### config.mk
export PLATFORM = sky130hd
export DESIGN_NAME = request_unit
export DESIGN_NICKNAME = d
export VERILOG_FILES = /design/src/rtl/team_01_pkg.sv /design/src/rtl/byte_merge.sv /design/src/rtl/request_unit.sv
export SDC_FILE = /design/constraint.sdc
export NUM_CORES = 1
export LEC_CHECK = 0
export BUFFER_PORTS_ARGS = -buffer_cell sky130_fd_sc_hd__buf_4
export CAP_MARGIN = 20
export CORE_MARGIN = 2
export CORE_UTILIZATION = 48
export DETAILED_ROUTE_END_ITERATION = 10
export MAX_ROUTING_LAYER = met4
export PLACE_DENSITY = 0.95
export SYNTH_ARGS = -nofsm -noshare
export SYNTH_HDL_FRONTEND = slang
export SYNTH_SLANG_ARGS = --single-unit
### constraint.sdc
create_clock -name clk -period 5.5 [get_ports clk]
set_input_delay 1.1 -clock clk [delete_from_list [all_inputs] [get_ports clk]]
set_output_delay 1.1 -clock clk [all_outputs]
set_load 0.005 [all_outputs]
### src/rtl/team_01_pkg.sv
// team_01_pkg: shared state/op encodings and memory word-address width
package team_01_pkg;
    localparam int MEM_AW = 12;
    typedef enum logic [2:0] {IDLE, RD_ISSUE, RD_WAIT, WR_ISSUE, WR_WAIT, RESP} state_t;
    typedef enum logic [1:0] {FETCH, LOAD, STORE, RMW} op_t;
endpackage

### src/rtl/byte_merge.sv
// byte_merge: per-lane select between old and new word
module byte_merge (
    input  logic [31:0] old_word,
    input  logic [31:0] new_word,
    input  logic [3:0]  sel,
    output logic [31:0] merged
);
    genvar k;
    generate
        for (k = 0; k < 4; k++) begin : g_lane
            assign merged[8*k +: 8] = sel[k] ? new_word[8*k +: 8] : old_word[8*k +: 8];
        end
    endgenerate
endmodule

### src/rtl/request_unit.sv
// request_unit: arbitrates fetch/data requests onto a single busy-handshake memory port
module request_unit
    import team_01_pkg::*;
(
    input  logic              clk,
    input  logic              RST,
    input  logic              i_req_i,
    input  logic [31:0]       i_adr_i,
    output logic [31:0]       i_dat_o,
    output logic              i_ack_o,
    input  logic              d_read_i,
    input  logic              d_write_i,
    input  logic [31:0]       d_adr_i,
    input  logic [31:0]       d_dat_i,
    input  logic [3:0]        d_sel_i,
    output logic [31:0]       d_dat_o,
    output logic              d_ack_o,
    output logic              read_o,
    output logic              write_o,
    output logic [MEM_AW-1:0] adr_o,
    output logic [31:0]       ram_dat_o,
    output logic [3:0]        sel_o,
    input  logic [31:0]       ram_dat_i,
    input  logic              busy_i,
    output logic              stall_o
);
    state_t      state, state_n;
    op_t         op, grant_op;
    logic        grant, done, in_wait, seen_busy;
    logic [31:0] merged;
    logic        unused_bits;

    assign unused_bits = ^{i_adr_i[31:14], i_adr_i[1:0], d_adr_i[31:14], d_adr_i[1:0]};

    byte_merge u_merge (
        .old_word (ram_dat_i),
        .new_word (ram_dat_o),
        .sel      (sel_o),
        .merged   (merged)
    );

    // next-state, arbitration and strobe decode
    always_comb begin
        state_n  = state;
        grant    = 1'b0;
        grant_op = FETCH;
        in_wait  = (state == RD_WAIT) || (state == WR_WAIT);
        done     = in_wait && seen_busy && !busy_i;
        read_o   = state == RD_ISSUE;
        write_o  = state == WR_ISSUE;
        stall_o  = state != IDLE;
        i_ack_o  = (state == RESP) && (op == FETCH);
        d_ack_o  = (state == RESP) && (op != FETCH);
        case (state)
            IDLE: begin
                if (d_write_i) begin
                    grant    = 1'b1;
                    grant_op = (d_sel_i == 4'hF || d_sel_i == 4'h0) ? STORE : RMW;
                    state_n  = (d_sel_i == 4'h0) ? RESP : (d_sel_i == 4'hF) ? WR_ISSUE : RD_ISSUE;
                end else if (d_read_i || i_req_i) begin
                    grant    = 1'b1;
                    grant_op = d_read_i ? LOAD : FETCH;
                    state_n  = RD_ISSUE;
                end
            end
            RD_ISSUE: state_n = RD_WAIT;
            RD_WAIT:  state_n = done ? ((op == RMW) ? WR_ISSUE : RESP) : RD_WAIT;
            WR_ISSUE: state_n = WR_WAIT;
            WR_WAIT:  state_n = done ? RESP : WR_WAIT;
            RESP:     state_n = IDLE;
            default:  state_n = IDLE;
        endcase
    end

    // state register, request latches, busy tracking and read capture
    always_ff @(posedge clk) begin
        if (RST) begin
            state     <= IDLE;
            op        <= FETCH;
            seen_busy <= 1'b0;
            adr_o     <= '0;
            ram_dat_o <= '0;
            sel_o     <= '0;
            i_dat_o   <= '0;
            d_dat_o   <= '0;
        end else begin
            state     <= state_n;
            seen_busy <= in_wait && !done && (seen_busy || busy_i);
            if (grant) begin
                op        <= grant_op;
                adr_o     <= (grant_op == FETCH) ? i_adr_i[13:2] : d_adr_i[13:2];
                ram_dat_o <= (grant_op == FETCH) ? 32'h0 : d_dat_i;
                sel_o     <= (grant_op == FETCH) ? 4'h0 : d_sel_i;
            end
            if (state == RD_WAIT && done) begin
                if (op == FETCH) i_dat_o <= ram_dat_i;
                if (op == LOAD) d_dat_o <= ram_dat_i;
                if (op == RMW) ram_dat_o <= merged;
            end
        end
    end
endmodule

Yosys cells after proc, flatten, opt, wreduce, memory -nomap -nowiden
Cells that the tools add are included.
{"block": "word_totals", "regBits": 118, "wordCells": 71}
{"block": "classes", "eq_ne": 13, "n_mux": 26, "n_reduce_logical": 21}
{"operator": "2-to-1 mux 32 bit", "count": 4}
{"operator": "2-to-1 mux 8 bit", "count": 4}
{"operator": "2-to-1 mux 3 bit", "count": 5}
{"operator": "inequality test 3 bit, second input constant", "count": 5}
{"operator": "one-hot mux 3 bit (5 select lines)", "count": 1}
{"operator": "2-to-1 mux 12 bit", "count": 1}
{"operator": "logical AND 1 bit", "count": 7}
{"operator": "2-to-1 mux 1 bit", "count": 7}
{"operator": "equality test 3 x 2 -> 1 bit, second input constant", "count": 2}
{"operator": "equality test 3 bit, second input constant", "count": 2}
{"operator": "2-to-1 mux 2 bit", "count": 3}
{"operator": "equality test 4 bit, second input constant", "count": 1}
{"operator": "logical NOT 2 bit", "count": 2}
{"operator": "logical NOT 4 bit", "count": 1}
{"operator": "logical OR 1 bit", "count": 4}
{"operator": "2-to-1 mux 4 bit", "count": 1}
{"operator": "AND reduction 2 bit", "count": 2}
{"operator": "equality test 3 x 1 -> 1 bit, second input constant", "count": 1}
{"operator": "logical NOT 3 bit", "count": 1}
{"operator": "nonzero test 3 bit", "count": 1}
{"operator": "equality test 2 x 1 -> 1 bit, second input constant", "count": 1}
{"operator": "equality test 2 bit, second input constant", "count": 1}
{"operator": "logical NOT 1 bit", "count": 2}
{"operator": "nonzero test 2 bit", "count": 1}

Longest topological paths before layout
Gate-level depths: netlist of run 1.
{"block": "logic_depth", "ltp_word": 10, "ltp_mapped": 8, "depth_no_buf": 5}

Cells and area by module
A second synthesis of run 1 with hierarchy kept.
{"block": "hier_totals", "hier_cells": 590, "area_unflattened_um2": 5118.7}
{"module": "request_unit", "cells_each": 554, "area_per_inst_um2": 4593.2, "instances": 1, "seq_area_each_um2": 2362.3}
{"module": "byte_merge", "cells_each": 36, "area_per_inst_um2": 525.5, "instances": 1, "seq_area_each_um2": 0.0}

Worst setup path after synthesis of run 1
No wires, ideal clock.
{"block": "synth_timing", "path_kind": "input to register", "startpoint": "in busy_i", "endpoint": "reg d_dat_o[2]", "path_buffers": 2, "setup_ps": 132, "arrival_ps": 2100, "required_ps": 5368, "path_slack_ps": 3267, "stages": 6, "cell_sequence": "nand2b_1 > or4_4 > buf_6 > buf_6 > nand2_1 > a21oi_1"}
{"block": "synth_between", "elab_chain_len": 4}
{"item": "start: declaration", "line": "request_unit.sv:24", "rtl": "input logic busy_i,"}
{"item": "logical NOT 1 bit", "line": "request_unit.sv:48", "rtl": "done = in_wait && seen_busy && !busy_i;"}
{"item": "logical AND 1 bit", "line": "request_unit.sv:48"}
{"item": "logical AND 1 bit", "line": "request_unit.sv:95", "rtl": "if (state == RD_WAIT && done) begin"}
{"item": "AND reduction 2 bit (no line)"}
{"item": "end signal: assignment", "line": "request_unit.sv:97", "rtl": "if (op == LOAD) d_dat_o <= ram_dat_i;"}
{"item": "end: declaration", "line": "request_unit.sv:16", "rtl": "output logic [31:0] d_dat_o,"}
No other way between the ends.
A chain may end at the register's enable or synchronous reset.

Worst setup path after layout of run 1
{"block": "layout_timing", "startpoint": "reg state[2]", "endpoint": "out stall_o"}
{"block": "layout_between", "elab_chain_len": 1}
{"item": "start: declaration", "line": "request_unit.sv:27", "rtl": "state_t state, state_n;"}
{"item": "start signal: assignment", "line": "request_unit.sv:87", "rtl": "state <= state_n;"}
{"item": "nonzero test 3 bit", "line": "request_unit.sv:51", "rtl": "stall_o = state != IDLE;"}
{"item": "end: declaration", "line": "request_unit.sv:25", "rtl": "output logic stall_o"}
No other way between the ends.

==> metrics.md, run 1 <==
| Metric | Value |
|---|---|
| Initial antenna violation count | `0` |
| Final hold vios | `0` |
| Crit path time final | `3.047 ns` |
| Most common cell in the netlist | `nand2_1` |
| Worst EP required | `4.40 ns` |
| Largest family of logic cells by synthesized area | `simple AND/OR/NAND/NOR gates` |
| Setup_tns | `0 ns` |
| Worst path max stage delay | `0.57 ns` |
| ANT nets after route | `0` |
| CP Max Fanout | `16` |
| Starting Density | `0.4872` |
| CP Cell Sequence | `nor3_4 -> inv_1 -> buf_4` |
| Clock Path Buffers | `2` |
| Drt pass-1 iters | `7` |
| Setup violators final | `0` |
| DIE AREA | `10,540 um2` |
| Worst slew margin | `0.3688` |
| Post-CTS Hold Buffers | `0` |
| GP Congestion | `0.8119` |
| Slew Viols, Final | `0` |
| Synth area leader | `dfxtp_1` |
| Yosys top cell area share | `0.5054` |
| Core Util, Final | `0.7242` |
| Num CTS Buffers | `17` |
| All-Layer GR Usage | `0.2924` |
| Total Wirelength | `15.21 mm` |
| Syn Std Cell Area | `4674 um2` |
| Syn_nets | `666` |
| Post-Synth Adder-Cell Area | `0.002141` |
| Synth area leaders | `dfxtp_1, nand2_1, a21oi_1` |
| CTS Sinks | `118` |
| DRT iter0 DRCs | `180` |
| Highest ir drop seen on vdd | `263.6 uV` |
| Critical path class | `reg -> out` |
| Post-synthesis simple-gate area fraction | `0.2575` |
| #FFs+latches synth | `118` |
| Ys Warns | `0` |
| Fraction of registers with async set/reset | `0` |
| FF-to-FF Start | `state[1]` |
| Crit-path slowest cell | `nor3_4` |
| Mapped Cells | `528` |
| Slew @ Worst Pin | `0.9468 ns` |
| Clk slew on worst S/H paths | `0.05 ns` |
| Syn Area/Cell | `8.853 um2` |
| H-tree depth | `4` |
| Clk root buf | `clkbuf_8` |
| Crit path DAT | `1.95 ns` |
| Library cells used by synthesis | `37` |
| Row count | `36` |
| Post-Synth XOR/XNOR Area | `0.001874` |
| Layout cell share with drive strength beyond 1 | `0.3531` |
| Global-route wire length before repair | `22.80 mm` |
| F_max | `328.1 MHz` |
| Via count | `4,807` |
| Total core area | `9594 um2` |
| Vias per inst | `5.494` |
| HP Class | `reg -> reg` |
| DRC | `0` |
| DP HPWL | `10.78 mm` |
| Clk_skew | `0.01119 ns` |
| Post_cts resized | `0` |
| Worst Setup Start Kind | `register` |
| Area delta synth->final | `48.63%` |
| Max-cap violation count | `0` |
| Largest net degree at the start of global routing | `88` |
| CTS tree | `done` |
| I/O Pins | `255` |
| Ant. Diodes | `0` |
| Wire per inst | `17.38 um` |
| Die Ht | `102.7 um` |
| Critical Path Source | `state[2]` |
| Port bufs | `214` |
| Power Density | `441.9 nW/um2` |
| Top post-synthesis cells by count | `nand2_1, dfxtp_1, a21oi_1, a221o_1, nor3b_1` |
| Top_reg_cell synth | `dfxtp_1` |
| Mux contribution to synthesized area | `0` |
| Die Wd | `102.7 um` |
| Critical hold path startpoint | `d_dat_o[16]` |
| Post-CTS setup buffers | `0` |
| RSZ-0062 raised after global routing | `no` |
| Final period util | `0.5541` |
| Static Leak | `2.884 nW` |
| Number of flops mapped to enable cells by yosys | `0` |
| Sequential-to-total area share from yosys stat | `0.5054` |
| Critical Path Sink Type | `output pin` |
| Grt total ovfl | `0` |
| Clk_lat worst skew | `0.51 ns` |
| Compound-Gate Fraction of Synth Area | `0.1879` |
| Nets | `868` |
| Status | `finished, final reports clean` |
| Number of global-route vias before repair | `4,874` |
-- report_power, final --
part	switching [mW]	internal [mW]
combinational	0.371	0.394
clock	0.369	0.814
sequential	0.122	1.00
total	0.861	2.21
-- through the flow --
step	power (mW)	worst slack [ns]	std cells	hold slack [ns]	instance area, um2
floorplan	1.516	3.267	528	0.4527	4674
global placement	1.848	2.296	843	0.4434	6297
detailed placement	1.886	2.240	843	0.4483	6297
CTS	3.073	2.428	874	0.4561	6934
global route	3.202	2.288	875	0.4758	6948
finish	3.070	2.453	875	0.4532	6948
-- per-layer routing --
layer	share of wire	vias up	global-route usage	wire (um)
met5	0	-	-	0
met4	0.029	0	0.1815	434
met3	0.086	38	0.07390	1315
met2	0.52	250	0.4957	7909
met1	0.36	2253	0.3034	5549
li1	-	2266	-	-
-- flip-flops by register name, indices dropped and copies added, names as in the netlist --
name / flops
d_dat_o: 32
ram_dat_o: 32
op: 2
adr_o: 12
sel_o: 4
seen_busy: 1
i_dat_o: 32
state: 3
-- cell type report --
cell class / count / area, um2
clock buffers: 23 / 466.7
clock inverters: 8 / 170.2
fillers: 695 / 2646
inverters: 3 / 11.26
multi-input cells: 369 / 2106
flip-flops and latches: 118 / 2362
well taps: 133 / 166.4
repair buffers: 221 / 1665
-- final timing paths --
kind | to | slack (ns) | cells past startpoint
setup reg to reg | d_dat_o[10] | 2.85 | 5
setup / recovery | stall_o | 2.45 | 3
hold / removal | d_dat_o[16] | 0.45 | 2
hold reg to reg | d_dat_o[16] | 0.45 | 2
-- kinds of logic after synthesis --
family | Yosys count
fa+ha+maj | 1
simple gates | 234
flops | 118
compound gates | 133
buf+inv | 41
xor+xnor | 1
-- cells in the final DEF (no fill, tap or decap), types with 2 or more instances in the layout --
cell	n
buf_4	220
a21oi_1	66
nand2_1	132
nor2_1	24
dfxtp_1	118
bufinv_16	5
clkbuf_8	5
nor3_2	4
nand3_1	2
nor3_4	4
clkbuf_1	3
o21ai_0	15
a211oi_1	13
a221o_1	32
clkbuf_16	16
clkinvlp_4	2
nor4b_1	2
nand3b_1	12
a22oi_1	5
and2_1	9
inv_1	3
nor3_1	4
nor3b_1	25
nor2b_1	3
nand2b_1	3
-- worst max-delay path: cells and delay by family, from the launching register on --
kind                   cells  cell delay [ns]
AND/OR/NAND/NOR            1             0.57
buffers and inverters      2             0.44
flip-flops                 1             0.44
Note: power is estimated with default switching activity, not from simulation.
==> run 2: changes to the inputs <==
--- a/config.mk
+++ b/config.mk
@@ -8,10 +8,10 @@
 export BUFFER_PORTS_ARGS = -buffer_cell sky130_fd_sc_hd__buf_4
 export CAP_MARGIN = 20
 export CORE_MARGIN = 2
-export CORE_UTILIZATION = 48
+export CORE_UTILIZATION = 45
 export DETAILED_ROUTE_END_ITERATION = 10
 export MAX_ROUTING_LAYER = met4
-export PLACE_DENSITY = 0.95
+export PLACE_DENSITY = 0.92
 export SYNTH_ARGS = -nofsm -noshare
 export SYNTH_HDL_FRONTEND = slang
 export SYNTH_SLANG_ARGS = --single-unit
==> constraint.sdc (replaced) <==
create_clock -name clk -period 3.1 [get_ports clk]
set_input_delay 0.62 -clock clk [delete_from_list [all_inputs] [get_ports clk]]
set_output_delay 0.62 -clock clk [all_outputs]
set_load 0.005 [all_outputs]
==> run 2 against run 1 <==
Compared with the run above: via count about the same; routed wire length down 3.2%; largest power group unchanged; highest routed layer unchanged; critical path depth up 1.
==> metrics.md, run 2 (synthesis results as in run 1) <==
| Metric | Value |
|---|---|
| Clock power share | `0.379 (was 0.385)` |
| ANT nets after route | `0 (unchanged)` |
| CTS tree | `done (unchanged)` |
| Die Ht | `105.9 um (was 102.7 um)` |
| Worst slew margin | `0.4926 (was 0.3688)` |
| Total Wirelength | `14.72 mm (was 15.21 mm)` |
| Worst Path Buf+Inv | `1 (was 2)` |
| Initial antenna violation count | `0 (unchanged)` |
| Max-cap violation count | `0 (unchanged)` |
| Crit path DAT | `1.82 ns (was 1.95 ns)` |
| Die Wd | `105.9 um (was 102.7 um)` |
| Clk_lat worst skew | `0.51 ns (about the same)` |
| Switch share | `0.2887 (was 0.2806)` |
| Biggest regs | `d_dat_o x32, i_dat_o x32, ram_dat_o x32 (unchanged)` |
| Slew @ Worst Pin | `0.7583 ns (was 0.9468 ns)` |
| Part of the power in combinational logic | `0.253 (was 0.249)` |
| Final hold vios | `0 (unchanged)` |
| DRC | `0 (unchanged)` |
| Wire per inst | `16.67 um (was 17.38 um)` |
| Post-CTS setup buffers | `0 (unchanged)` |
| DP HPWL | `10.54 mm (was 10.78 mm)` |
| Worst path top cell family by delay | `simple AND/OR/NAND/NOR gates (unchanged)` |
| Slew Viols, Final | `0 (unchanged)` |
| Global-route wire length before repair | `23.42 mm (was 22.80 mm)` |
| HP Class | `in -> reg (was reg -> reg)` |
| CP Max Fanout | `10 (was 16)` |
| Post-CTS Hold Buffers | `0 (unchanged)` |
| Total core area | `10,180 um2 (was 9594 um2)` |
| Worst Setup Start Kind | `register (unchanged)` |
| Area delta synth->final | `49.33% (was 48.63%)` |
| Vias per inst | `5.448 (was 5.494)` |
| Post_cts resized | `0 (unchanged)` |
| Critical path class | `reg -> out (unchanged)` |
| Worst path max stage delay | `0.54 ns (was 0.57 ns)` |
| RSZ-0062 raised after global routing | `no (unchanged)` |
| Ant. Diodes | `0 (unchanged)` |
| Worst EP required | `2.48 ns (was 4.40 ns)` |
| Clk slew on worst S/H paths | `0.06 ns (was 0.05 ns)` |
| Core Util, Final | `0.6854 (was 0.7242)` |
| Static Leak | `2.901 nW (was 2.884 nW)` |
| Starting Density | `0.4590 (was 0.4872)` |
| Placed insts | `851 (was 843)` |
| Clock Path Buffers | `2 (unchanged)` |
| All-Layer GR Usage | `0.2706 (was 0.2924)` |
| Most frequent cells in the layout | `buf_4, nand2_1, dfxtp_1 (unchanged)` |
| Psw | `1.565 mW (was 861.5 uW)` |
| Critical Path Sink Type | `output pin (unchanged)` |
| Via count | `4,811 (was 4,807)` |
| CTS Sinks | `118 (unchanged)` |
| CP Cell Sequence | `nor2b_1 -> nand2_1 -> nor3_1 -> buf_4 (was nor3_4 -> inv_1 -> buf_4)` |
| Reg power frac | `0.368 (was 0.366)` |
| Placed cell areas | `6351 um2 (was 6297 um2)` |
| Port bufs | `214 (unchanged)` |
| Nets | `872 (was 868)` |
| Setup violators final | `0 (unchanged)` |
| Final period util | `0.7884` |
| Final cell count without fillers | `883 (was 875)` |
| Num CTS Buffers | `17 (unchanged)` |
| Clk_skew | `0.01037 ns (was 0.01119 ns)` |
| F_max | `409.2 MHz` |
| Row count | `37 (was 36)` |
| I/O Pins | `255 (unchanged)` |
| Drt pass-1 iters | `5 (was 7)` |
| Grt total ovfl | `0 (unchanged)` |
| DIE AREA | `11,220 um2 (was 10,540 um2)` |
| Crit-path slowest cell | `dfxtp_1 (was nor3_4)` |
| Cell Int Power | `3.856 mW (was 2.209 mW)` |
| Crit path time final | `2.444 ns` |
| Power Density | `776.5 nW/um2 (was 441.9 nW/um2)` |
| Layout cell share with drive strength beyond 1 | `0.3601 (was 0.3531)` |
| Clk root buf | `clkbuf_8 (unchanged)` |
| Status | `finished, final reports clean (unchanged)` |
| GP Congestion | `0.8050 (was 0.8119)` |
| Finished Cell Area | `6980 um2 (was 6948 um2)` |
| DRT iter0 DRCs | `240 (was 180)` |
| Largest net degree at the start of global routing | `33 (was 88)` |
| Leading cell type in the layout, fill and taps excluded | `buf_4 (unchanged)` |
| Number of global-route vias before repair | `4,829 (was 4,874)` |
| Setup_tns | `0 ns (unchanged)` |
| H-tree depth | `4 (unchanged)` |
| Highest ir drop seen on vdd | `374.4 uV (was 263.6 uV)` |
## run 2: final timing paths
kind               startpoint            to  slack [ns]  depth (start not counted)
hold / removal     d_dat_i[4]  ram_dat_o[4]        0.33                          2
setup reg to reg     state[1]  ram_dat_o[0]        0.77                          4
setup / recovery     state[0]       i_ack_o        0.66                          4
hold reg to reg   d_dat_o[30]   d_dat_o[30]        0.46                          2
## run 2: through the flow
step / power (mW) / setup slack [ns] / hold slack [ns]
4_1_cts: 5.449 / 0.6502 / 0.3136
2_1_floorplan: 2.689 / 1.220 / 0.4527
3_5_place_dp: 3.383 / 0.8038 / 0.4501
5_1_grt: 5.664 / 0.5862 / 0.3158
3_3_place_gp: 3.311 / 0.8628 / 0.4427
6_report: 5.421 / 0.6560 / 0.3339
## run 2: final cells by class
type	instances	area, um2
Tap cell	136	170.2
Timing Repair Buffer	225	1702
Fill cell	782	3204
Clock inverter	11	170.2
Clock buffer	21	459.2
Sequential cell	118	2362
Inverter	3	11.26
Multi-Input combinational cell	369	2106
## run 2: per-layer routing
| metal | GRT usage | share of wire |
|---|---|---|
| met5 | - | 0 |
| met4 | 0.1288 | 0.022 |
| met3 | 0.05641 | 0.064 |
| met2 | 0.4705 | 0.53 |
| met1 | 0.2964 | 0.38 |
## run 2: power groups by stage
stage | combinational [mW] | clock (mW) | sequential [mW]
floorplan | 0.724 | 0 | 1.97
global placement | 1.31 | 0 | 2.00
detailed placement | 1.36 | 0 | 2.02
CTS | 1.38 | 2.08 | 1.99
global route | 1.49 | 2.15 | 2.03
finish | 1.37 | 2.06 | 1.99
## run 2: worst register-to-register path: stages, from the launching register on
cell and delay (ns):
dfxtp_1 0.59, or3b_1 0.56, nor3_2 0.59, nor3b_1 0.17
a221o_1 0.31
